### src/rtl/lock_dialer_if.sv
// lock_dialer_if -- signal bundle between the auto-dialer and its surroundings.
//   master : the dialer (drives the lock's SW bus/enter and the status outputs)
//   slave  : host + lock side (drives start/code_in and the decoded lock status)
// Signals:
//   start, code_in          host request (packed BCD, digit 0 in [3:0])
//   lock_open, lock_closed  decoded lock status
//   digit_out, enter        lock SW bus value and digit-capture strobe
//   busy, done              sequence in progress / one-cycle completion pulse
//   result_open, err        verdict of the last sequence, held until next start
interface lock_dialer_if #(
  parameter int DIGITS = 6
);
  logic                  start;
  logic [4*DIGITS-1:0]   code_in;
  logic                  lock_open;
  logic                  lock_closed;
  logic [9:0]            digit_out;
  logic                  enter;
  logic                  busy;
  logic                  done;
  logic                  result_open;
  logic                  err;

  modport master (
    input  start, code_in, lock_open, lock_closed,
    output digit_out, enter, busy, done, result_open, err
  );

  modport slave (
    output start, code_in, lock_open, lock_closed,
    input  digit_out, enter, busy, done, result_open, err
  );
endinterface

### src/rtl/lock_dialer.sv
// lock_dialer -- drives a combination lock's digit-entry interface from a
// packed BCD passcode: each digit is held on the SW bus for GAP settle cycles,
// then captured with a one-cycle enter strobe. After the last digit the lock's
// decoded open/closed status is sampled (bounded by RESP_WAIT cycles) and the
// verdict is reported with a one-cycle done pulse.
// Ports:
//   clk    system clock, rising edge
//   rst_n  asynchronous active-low reset
//   dif    lock_dialer_if.master (start/code_in in, SW bus + status out)
// All outputs are registered.

// Per-digit BCD range check; one instance per passcode digit.
module lock_dialer_digit_chk (
  input  logic [3:0] digit,
  output logic       bad
);
  assign bad = (digit > 4'd9);
endmodule

module lock_dialer #(
  parameter int DIGITS    = 6,
  parameter int GAP       = 2,
  parameter int RESP_WAIT = 4
) (
  input  logic          clk,
  input  logic          rst_n,
  lock_dialer_if.master dif
);
  localparam int IW = (DIGITS    > 1) ? $clog2(DIGITS)    : 1;
  localparam int GW = (GAP       > 1) ? $clog2(GAP)       : 1;
  localparam int TW = (RESP_WAIT > 1) ? $clog2(RESP_WAIT) : 1;

  typedef enum logic [2:0] {
    IDLE,
    SETUP,
    STROBE,
    WAIT_RESULT,
    DONE
  } state_t;

  state_t                 state;
  logic [DIGITS-1:0][3:0] code_q;
  logic [IW-1:0]          idx;
  logic [GW-1:0]          gap_cnt;
  logic [TW-1:0]          wait_cnt;
  logic [9:0]             digit_q;
  logic                   enter_q;
  logic                   busy_q;
  logic                   done_q;
  logic                   ro_q;
  logic                   err_q;
  logic [DIGITS-1:0]      digit_bad;

  // Checked on the raw input: the accept decision is made on the same edge
  // that latches code_in, so the latched copy is not yet available.
  for (genvar i = 0; i < DIGITS; i++) begin : g_chk
    lock_dialer_digit_chk u_chk (
      .digit (dif.code_in[4*i +: 4]),
      .bad   (digit_bad[i])
    );
  end

  always_ff @(posedge clk or negedge rst_n) begin
    if (!rst_n) begin
      state    <= IDLE;
      code_q   <= '0;
      idx      <= '0;
      gap_cnt  <= '0;
      wait_cnt <= '0;
      digit_q  <= '0;
      enter_q  <= 1'b0;
      busy_q   <= 1'b0;
      done_q   <= 1'b0;
      ro_q     <= 1'b0;
      err_q    <= 1'b0;
    end else begin
      // enter and done are single-cycle pulses
      enter_q <= 1'b0;
      done_q  <= 1'b0;
      unique case (state)
        IDLE: begin
          if (dif.start) begin
            code_q   <= dif.code_in;
            ro_q     <= 1'b0;
            err_q    <= 1'b0;
            idx      <= '0;
            gap_cnt  <= '0;
            wait_cnt <= '0;
            if (|digit_bad) begin
              // reject without touching the lock: no busy, no strobes
              err_q  <= 1'b1;
              done_q <= 1'b1;
              state  <= DONE;
            end else begin
              busy_q  <= 1'b1;
              digit_q <= {6'd0, dif.code_in[3:0]};
              state   <= SETUP;
            end
          end
        end

        SETUP: begin
          // digit_q already valid; count GAP settle cycles before the strobe
          if (gap_cnt == GW'(GAP - 1)) begin
            gap_cnt <= '0;
            enter_q <= 1'b1;
            state   <= STROBE;
          end else begin
            gap_cnt <= gap_cnt + GW'(1);
          end
        end

        STROBE: begin
          if (idx == IW'(DIGITS - 1)) begin
            // last digit stays on the bus while the verdict is awaited
            wait_cnt <= '0;
            state    <= WAIT_RESULT;
          end else begin
            idx     <= idx + IW'(1);
            digit_q <= {6'd0, code_q[idx + IW'(1)]};
            state   <= SETUP;
          end
        end

        WAIT_RESULT: begin
          // a verdict seen in the final wait cycle still wins over timeout
          if (dif.lock_open ^ dif.lock_closed) begin
            ro_q    <= dif.lock_open;
            done_q  <= 1'b1;
            busy_q  <= 1'b0;
            digit_q <= '0;
            state   <= DONE;
          end else if (dif.lock_open & dif.lock_closed) begin
            ro_q    <= 1'b0;
            err_q   <= 1'b1;
            done_q  <= 1'b1;
            busy_q  <= 1'b0;
            digit_q <= '0;
            state   <= DONE;
          end else if (wait_cnt == TW'(RESP_WAIT - 1)) begin
            err_q   <= 1'b1;
            done_q  <= 1'b1;
            busy_q  <= 1'b0;
            digit_q <= '0;
            state   <= DONE;
          end else begin
            wait_cnt <= wait_cnt + TW'(1);
          end
        end

        DONE: begin
          // start is ignored here; the next request is taken in IDLE
          state <= IDLE;
        end

        default: state <= IDLE;
      endcase
    end
  end

  assign dif.digit_out   = digit_q;
  assign dif.enter       = enter_q;
  assign dif.busy        = busy_q;
  assign dif.done        = done_q;
  assign dif.result_open = ro_q;
  assign dif.err         = err_q;
endmodule

### src/flat_wrapper.sv
// flat-port wrapper written by rule: the top's interface ports become plain ports
module lock_dialer_flat 
#(
  parameter int DIGITS    = 6,
  parameter int GAP       = 2,
  parameter int RESP_WAIT = 4
)
  (clk, rst_n, dif_start, dif_code_in, dif_lock_open, dif_lock_closed, dif_digit_out, dif_enter, dif_busy, dif_done, dif_result_open, dif_err);
  lock_dialer_if #(.DIGITS(DIGITS)) dif_i ();
  input  logic clk;
  input  logic rst_n;
  input wire logic [$bits(dif_i.start)-1:0] dif_start;
  input wire logic [$bits(dif_i.code_in)-1:0] dif_code_in;
  input wire logic [$bits(dif_i.lock_open)-1:0] dif_lock_open;
  input wire logic [$bits(dif_i.lock_closed)-1:0] dif_lock_closed;
  output wire logic [$bits(dif_i.digit_out)-1:0] dif_digit_out;
  output wire logic [$bits(dif_i.enter)-1:0] dif_enter;
  output wire logic [$bits(dif_i.busy)-1:0] dif_busy;
  output wire logic [$bits(dif_i.done)-1:0] dif_done;
  output wire logic [$bits(dif_i.result_open)-1:0] dif_result_open;
  output wire logic [$bits(dif_i.err)-1:0] dif_err;
  assign dif_i.start = dif_start;
  assign dif_i.code_in = dif_code_in;
  assign dif_i.lock_open = dif_lock_open;
  assign dif_i.lock_closed = dif_lock_closed;
  assign dif_digit_out = dif_i.digit_out;
  assign dif_enter = dif_i.enter;
  assign dif_busy = dif_i.busy;
  assign dif_done = dif_i.done;
  assign dif_result_open = dif_i.result_open;
  assign dif_err = dif_i.err;
  lock_dialer #(.DIGITS(DIGITS), .GAP(GAP), .RESP_WAIT(RESP_WAIT)) u_core (.clk(clk), .rst_n(rst_n), .dif(dif_i));
endmodule
### config.mk
export PLATFORM = sky130hd
export DESIGN_NAME = lock_dialer_flat
export DESIGN_NICKNAME = d
export VERILOG_FILES = /design/src/rtl/lock_dialer_if.sv /design/src/rtl/lock_dialer.sv /design/src/flat_wrapper.sv
export SDC_FILE = /design/constraint.sdc
export NUM_CORES = 1
export LEC_CHECK = 0
export CAP_MARGIN = 20
export CELL_PAD_IN_SITES_DETAIL_PLACEMENT = 1
export CELL_PAD_IN_SITES_GLOBAL_PLACEMENT = 2
export CORE_UTILIZATION = 37
export DETAILED_ROUTE_END_ITERATION = 8
export PLACE_DENSITY_LB_ADDON = 0.12
export SYNTH_ARGS = -nofsm -noshare
export SYNTH_HDL_FRONTEND = slang
export SYNTH_SLANG_ARGS = --single-unit
### constraint.sdc
create_clock -name clk -period 6.05 [get_ports clk]
set_clock_uncertainty 0.2 [all_clocks]
set_input_delay 0.9075 -clock clk [delete_from_list [all_inputs] [get_ports clk]]
set_output_delay 0.9075 -clock clk [all_outputs]
set_load 0.1 [all_outputs]
Word-level counts from Yosys, hierarchy flattened
Cells that the tools add are included.
{"block": "word_totals", "latchBits": 0, "reg_bits": 48, "elab_cells": 110, "mem_bits_rw": 0, "out_inout_bits": 15, "memories": 0, "inputBits": 29, "romBits": 0}
{"block": "op_classes", "n_div": 0, "reduce_logical": 15, "n_bitwise": 2, "magnitude_cmp": 7, "n_shift": 0, "n_addsub": 3, "eq_ne": 16, "muxes": 51, "n_mul": 0}
{"op": "10-bit 2-to-1 mux", "n": 6}
{"op": "10-bit case mux with 3 select lines", "n": 1}
{"op": "4-bit > comparator (second input constant)", "n": 6}
{"op": "3-bit 2-to-1 mux", "n": 8}
{"op": "1-bit 2-to-1 mux", "n": 20}
{"op": "4-bit binary-select mux with 3-bit select", "n": 1}
{"op": "2-bit 2-to-1 mux", "n": 6}
{"op": "2-bit inequality test (second input constant)", "n": 6}
{"op": "3-bit case mux with 4 select lines", "n": 1}
{"op": "1-bit case mux with 2 select lines", "n": 5}
{"op": "3-bit AND reduction", "n": 3}
{"op": "4-bit AND reduction", "n": 2}
{"op": "3-bit by 2-bit equality test with 1-bit output (second input constant)", "n": 2}
{"op": "3-bit by 1-bit inequality test with 1-bit output (second input constant)", "n": 2}
{"op": "2-bit case mux with 3 select lines", "n": 1}
{"op": "3-bit case mux with 2 select lines", "n": 1}
{"op": "6-bit AND reduction", "n": 1}
{"op": "2-bit nonzero test", "n": 3}
{"op": "6-bit OR reduction", "n": 1}
{"op": "5-bit AND reduction", "n": 1}
{"op": "3-bit by 4-bit less-than comparator with 1-bit output (second input constant)", "n": 1}
{"op": "4-bit 2-to-1 mux", "n": 1}
{"op": "2-bit by 1-bit inequality test with 1-bit output (second input constant)", "n": 2}
{"op": "4-bit by 1-bit inequality test with 1-bit output (second input constant)", "n": 1}
{"op": "11 further kinds", "n": 12}

Depth between registers and ports, before layout
Gate-level depths: netlist of the first run.
{"block": "logic_depth", "word_depth": 5, "mapped_depth": 8, "ltp_nobuf": 7}

Cells and area by module
Synthesis of the first run repeated with hierarchy kept, for this count alone.
{"block": "hier_totals", "hier_cells": 241, "hier_area_um2": 2269.7}
{"mod": "lock_dialer", "n_inst": 1, "area_per_inst_um2": 2224.6, "seq_area_each_um2": 1051.0, "cells_each": 235}
{"mod": "lock_dialer_digit_chk", "n_inst": 6, "area_per_inst_um2": 7.5, "seq_area_each_um2": 0.0, "cells_each": 1}

Least setup slack after synthesis of the first run
Ideal clock, no wire load.
{"block": "synth_timing", "path_kind": "input port to flip-flop", "from": "in dif_start", "to": "reg u_core.code_q[0] in the netlist's numbering", "arrival_time_ps": 2139, "slack_ps": 3584, "n_path_buf": 2, "setup_time_ps": 127, "stages": 6, "required_ps": 5723, "cell_sequence": "or3b_4 a21oi_2 and2_4 buf_12 buf_8 mux2_1"}
{"block": "synth_between", "elab_chain_cells": 1}
{"item": "start: declaration", "line": "flat_wrapper.sv:12", "source": "input wire logic [$bits(dif_i.start)-1:0] dif_start;"}
{"item": "2-bit AND reduction (no line)"}
{"item": "end signal: assignment", "line": "lock_dialer.sv:83", "source": "code_q <= dif.code_in;"}
{"item": "end: declaration", "line": "lock_dialer.sv:42", "source": "logic [DIGITS-1:0][3:0] code_q;"}
No other way between the ends.
A chain may end at the register's enable or synchronous reset.

Worst setup path in the final report of the first run
{"block": "layout_timing", "from": "reg u_core.err_q (netlist: u_core.dif.err)", "to": "out dif_err"}
{"item": "start: declaration", "line": "lock_dialer.sv:51", "source": "logic err_q;"}
{"item": "start signal: assignment", "line": "lock_dialer.sv:75", "source": "err_q <= 1'b0;"}
{"item": "start signal: assignment", "line": "lock_dialer.sv:85", "source": "err_q <= 1'b0;"}
{"item": "start signal: assignment", "line": "lock_dialer.sv:91", "source": "err_q <= 1'b1;"}
{"item": "end: declaration", "line": "flat_wrapper.sv:21", "source": "output wire logic [$bits(dif_i.err)-1:0] dif_err;"}
No word-level cell between the ends.

==> results.toml, run 1 <==
[logic_synthesis]
seq_area_frac_synth = 0.462
synth_edf_count = 0
ys_warn_count = 0
synthesis.instances = 190
ys_seq_elements = 42
postSynthAreaPerCell_um2 = 12.0
synth_async_sr_flop_share = 1.00
ys_dominant_reg_cell = "sky130_fd_sc_hd__dfrtp_1"
synthDistinctLibCells = 44
syn_area_mm2 = 0.00227

[cells_and_area]
antenna_cells_inserted = 0
final_cell_count_no_fill = 299
nFillCells = 643
share_of_cells_above_drive_strength_1 = 0.192
layout.area.seq_mm2 = 0.00105
layout.nets = 258
layout.cell_area.non_filler_mm2 = 0.00271
mostFrequentLayoutCell = "sky130_fd_sc_hd__dfrtp_1"
layout_common_cells = "sky130_fd_sc_hd__dfrtp_1, sky130_fd_sc_hd__clkdlybuf4s50_1, sky130_fd_sc_hd__o21ai_0"
synthToLayoutAreaGrowth_pct = 19.2
multi_input_logic_area_mm2 = 0.00107

[grt]
antenna_found_initial = 0
grt.total_usage = 0.173
vias_in_the_first_global_route = 1690
wire_length_of_the_first_global_routing_pass_mm = 8.39
grt_overflow_total = 0
grt_max_degree = 43

[power]
total_leakage_power_nw = 1.17
ir_worst_vdd_mv = 0.308
power.density_cell_area_mw_per_mm2 = 541

[detailed_routing]
vias_per_cell = 5.16
first_pass_iters = 4
route.detailed.drc = 0
detail_route.wirelength_mm = 5.02
routedWlPerCell_um = 16.8
dr.first_iter.drc_count = 83
final_antenna_net_count = 0
via_count = 1543

[sta]
fin_worst_hold_slack_ps = 287
timing.slew.headroom = 0.351
final_hold_viol_count = 0
drv_slew = 0
worst-slew-pin-transition_ps = 971
post-route-worst-setup-slack_ps = 3110
final.setup.tns_ps = 0
layout_worst_path_cycle_share = 0.486
final.min_clock_period_ps = 2940
maxClockFrequency_mhz = 340
setup-violations-final = 0
grt_setup_unrepaired = "no"

[placement]
dp.cells = 291
dp.final_hpwl_mm = 3.76
gp_congestion = 0.719
count_of_buffers_from_port_buffering = 37
placement.setup.worst_slack_ps = 2790
dpl_cell_area_mm2 = 0.00262

[hold_path]
hold-path-cell-count = 1
min-delay-path-class = "flop to flop"

[die]
floorplan.core_area_mm2 = 0.00592
initial_utilization = 0.384
core.rowCount = 28
chipHeight_um = 80.4
dieWidth_um = 80.4
design.die.area_mm2 = 0.00646
io-pin-count = 44

[clocking]
worst_skew_late_latency_ps = 300
cts.root.buffer_cell = "sky130_fd_sc_hd__clkbuf_8"
ctsLongestPathBuffers = 2
clock_tree_from_tritoncts = "yes"
clk_transition_reported_paths_ps = 90
cts_hold_repair.buffers = 0
h-tree-depth = 2
cts_num_sinks = 42
cts_made_buffers = 5
post-cts-setup-buffers = 0
cts_repair_resize_count = 0

[setup_path]
critical_path_peak_fanout = 2
timing.critical_path.slowest_stage_cell = "sky130_fd_sc_hd__clkdlybuf4s50_1"
critical_path.endpoint_type = "output pin"
timing.reg2reg.worst_path_depth = 4
timing.setup.critical_path_class = "flop to output pin"
startpoint_class_of_the_critical_path = "flop"
worst_path_dominant_cell_family = "buffers and inverters"
path_cells = "clkdlybuf4s50_1"
critical-path-max-stage-delay_ps = 1150
worstPathArrival_ps = 1830
worst-path-buf-inv = 1
worstPathRequired_ps = 4940
cp.depth = 1

[status]
status = "finished, final reports clean"

[job]
timing.max_cap.violations = 0
-- final cells by class --
class                      count  share of cell area
clock buffer                   6              0.0305
clock inverter                 2             0.00461
inverter                      10              0.0138
multi-input combinational    127               0.394
sequential                    42               0.388
tap                           75              0.0346
timing repair buffer          37               0.135
-- worst paths after layout --
kind | startpoint | to | slack, ps
setup / recovery | u_core.dif.err | dif_err | 3110
hold reg to reg | u_core.code_q[2] | u_core.code_q[2] | 290
max in group asynchronous | rst_n | u_core.state[0] | 4490
setup reg to reg | u_core.state[1] | u_core.code_q[9] | 3560
hold / removal | u_core.code_q[2] | u_core.code_q[2] | 290
min in group asynchronous | rst_n | u_core.code_q[17] | 550
-- registers in the layout, indices dropped and copies added, names as in the netlist --
register	cells
u_core.code_q	24
u_core.dif.busy	1
u_core.dif.digit_out	4
u_core.dif.done	1
u_core.dif.enter	1
u_core.dif.err	1
u_core.dif.result_open	1
u_core.gap_cnt	1
u_core.idx	3
u_core.state	3
u_core.wait_cnt	2
-- report_power, final --
group	switching (W)	internal [W]
Combinational	0.000411	0.000332
Clock	0.000102	0.0000919
Sequential	0.000122	0.000410
Total	0.000635	0.000833
-- through the flow --
step,utilization,total power (W)
global route,0.458,0.00156
global placement,0.442,0.00126
detailed placement,0.442,0.00129
floorplan,-,0.00115
CTS,0.458,0.00148
finish,0.458,0.00147
-- synth_stat cells, drive strengths merged (2+ instances only) --
cell	n	area, um^2
clkbuf	4	15.0
mux4	4	90.1
nand2	9	33.8
buf	12	121
a311oi	3	26.3
nor2	6	22.5
a21oi	7	38.8
o21ai	18	90.1
a22o	3	26.3
a22oi	4	30.0
mux2	33	409
dfrtp	42	1050
and3	3	18.8
ha	6	75.1
a211o	2	17.5
inv	10	37.5
nand3	3	15.0
nor2b	2	12.5
-- worst register-to-register path, delay by kind of cell, from the launching register on --
kind | cells | cell delay, ps
flops | 1 | 650
simple gates | 2 | 940
mux | 1 | 400
compound gates | 1 | 190
-- kinds of logic after synthesis --
logic type | count (synthesis) | synth area share
adders and majority gates | 6 | 0.0330
muxes | 38 | 0.224
AOI/OAI and AO/OA | 46 | 0.130
and+or+nand+nor | 30 | 0.0688
xor gates and xnor gates | 1 | 0.00385
DFF | 42 | 0.462
buffers and inverters | 26 | 0.0765
other | 1 | 0.00165
-- routing by layer --
layer,up-vias,part of all wire,track usage
li1,744,-,-
met1,763,0.50,0.233
met2,31,0.46,0.280
met3,5,0.032,0.0375
met4,0,0.0088,0.0482
met5,-,0,0
Power figures use the tool's default switching activity.
==> run 2, diff against run 1 <==
--- a/config.mk
+++ b/config.mk
@@ -8,7 +8,7 @@
 export CAP_MARGIN = 20
 export CELL_PAD_IN_SITES_DETAIL_PLACEMENT = 1
 export CELL_PAD_IN_SITES_GLOBAL_PLACEMENT = 2
-export CORE_UTILIZATION = 37
+export CORE_UTILIZATION = 34
 export DETAILED_ROUTE_END_ITERATION = 8
 export PLACE_DENSITY_LB_ADDON = 0.12
 export SYNTH_ARGS = -nofsm -noshare
==> constraint.sdc (replaced) <==
create_clock -name clk -period 3 [get_ports clk]
set_clock_uncertainty 0.2 [all_clocks]
set_input_delay 0.45 -clock clk [delete_from_list [all_inputs] [get_ports clk]]
set_output_delay 0.45 -clock clk [all_outputs]
set_load 0.1 [all_outputs]
==> results.toml, run 2 (same netlist as run 1, synthesis figures left out) <==
[placement]
dp.final_hpwl_mm = 3.89
count_of_buffers_from_port_buffering = 37
gp_congestion = 0.735
placement.setup.worst_slack_ps = 341

[power]
switchingPower_w = 0.00130
power.combinational.fraction = 0.527
power.switching_fraction = 0.430
intPower_w = 0.00172
clkPwrFrac = 0.130
power_frac_seq = 0.344
ir_worst_vdd_mv = 0.489
power.density_cell_area_mw_per_mm2 = 1100
total_leakage_power_nw = 1.21

[sta]
post-route-worst-setup-slack_ps = 650
timing.slew.headroom = 0.363
worst-slew-pin-transition_ps = 955
final_hold_viol_count = 0
final.setup.tns_ps = 0
final.min_clock_period_ps = 2350
fin_worst_hold_slack_ps = 98.7
setup-violations-final = 0
drv_slew = 0
maxClockFrequency_mhz = 426
grt_setup_unrepaired = "no"
layout_worst_path_cycle_share = 0.783

[cells_and_area]
layout.nets = 264
mostFrequentLayoutCell = "sky130_fd_sc_hd__dfrtp_1"
antenna_cells_inserted = 0
layout_common_cells = "sky130_fd_sc_hd__dfrtp_1, sky130_fd_sc_hd__clkdlybuf4s50_1, sky130_fd_sc_hd__o21ai_0"
synthToLayoutAreaGrowth_pct = 20.8
top_register = "u_core.code_q"
share_of_cells_above_drive_strength_1 = 0.252
largest_register_ff_count = 24

[clocking]
cts_made_buffers = 5
worst_skew_late_latency_ps = 290
post-cts-setup-buffers = 0
cts_repair_resize_count = 0
clk_transition_reported_paths_ps = 80
cts_num_sinks = 42
h-tree-depth = 2
ctsLongestPathBuffers = 2
cts_hold_repair.buffers = 0
clock_tree_from_tritoncts = "yes"
cts.root.buffer_cell = "sky130_fd_sc_hd__clkbuf_8"

[setup_path]
worstPathRequired_ps = 2980
startpoint_class_of_the_critical_path = "flop"
r2r_setup_slack_ps = 650
timing.setup.critical_path_class = "flop to flop"
critical_path_peak_fanout = 17
critical_path.endpoint_type = "flop"
worstPathArrival_ps = 2330

[detailed_routing]
routedWlPerCell_um = 17.1
first_pass_iters = 4
final_antenna_net_count = 0
route.detailed.drc = 0
vias_per_cell = 5.15
via_count = 1582
detail_route.wirelength_mm = 5.24
dr.first_iter.drc_count = 69

[die]
io-pin-count = 44
chipHeight_um = 83.8
dieWidth_um = 83.8
floorplan.core_area_mm2 = 0.00639
design.die.area_mm2 = 0.00702
core.rowCount = 29
initial_utilization = 0.356

[grt]
grt.total_usage = 0.160
grt_max_degree = 43
antenna_found_initial = 0
vias_in_the_first_global_route = 1733
grt_overflow_total = 0
wire_length_of_the_first_global_routing_pass_mm = 8.92

[job]
timing.max_cap.violations = 0

[status]
status = "finished, final reports clean"

[hold_path]
min-delay-path-class = "input port to async pin"
run 2: cell types whose count changed in the layout (fill, tap and decap cells not counted), sizes merged:
cell / before / now
buf: 1 / 16
clkdlybuf4s50: 36 / 27
run 2: layout make-up:
cell class	instances	area, um^2
Tap cell	77	96.3
Timing Repair Buffer	43	400
Clock buffer	6	82.6
Sequential cell	42	1050
Multi-Input combinational cell	127	1070
Fill cell	696	3640
Clock inverter	2	12.5
Inverter	10	37.5
run 2: critical path: stages, from the launching register on:
cell and delay (ps):
sky130_fd_sc_hd__dfrtp_1 560, sky130_fd_sc_hd__or3b_4 490, sky130_fd_sc_hd__a21oi_2 200, sky130_fd_sc_hd__and2_4 260, sky130_fd_sc_hd__buf_12 180, sky130_fd_sc_hd__mux2_2 340
run 2: final timing paths:
path | startpoint | endpoint | cells after the start
max in group asynchronous | rst_n | u_core.state[1] | 1
hold reg to reg | u_core.code_q[0] | u_core.code_q[0] | 1
hold / removal | rst_n | u_core.code_q[8] | 1
min in group clk | u_core.code_q[0] | u_core.code_q[0] | 1
setup / recovery | u_core.state[0] | u_core.code_q[10] | 5
setup reg to reg | u_core.state[0] | u_core.code_q[10] | 5
run 2: power by group through the flow:
stage	logic (W)	registers [W]	clock network, W
2_1_floorplan	0.00102	0.00130	0
4_1_cts	0.00160	0.00104	0.000403
3_3_place_gp	0.00157	0.00104	0
6_report	0.00159	0.00104	0.000390
3_5_place_dp	0.00160	0.00105	0
5_1_grt	0.00171	0.00107	0.000425
run 2: routing by layer:
layer	share of wire	routed length, um	global-route usage	vias to the layer above
met5	0	0	0	-
li1	-	-	-	752
met4	0.0082	43	0.0508	0
met2	0.47	2480	0.262	35
met1	0.48	2520	0.217	791
met3	0.036	186	0.0277	4
run 2: metrics by stage:
| stage | instances | power [W] | area [um^2] | utilization |
|---|---|---|---|---|
| global placement | 299 | 0.00260 | 2650 | 0.416 |
| global route | 307 | 0.00321 | 2750 | 0.430 |
| finish | 307 | 0.00301 | 2750 | 0.430 |
| floorplan | 195 | 0.00233 | 2290 | - |
| detailed placement | 299 | 0.00264 | 2650 | 0.416 |
| CTS | 307 | 0.00304 | 2750 | 0.430 |
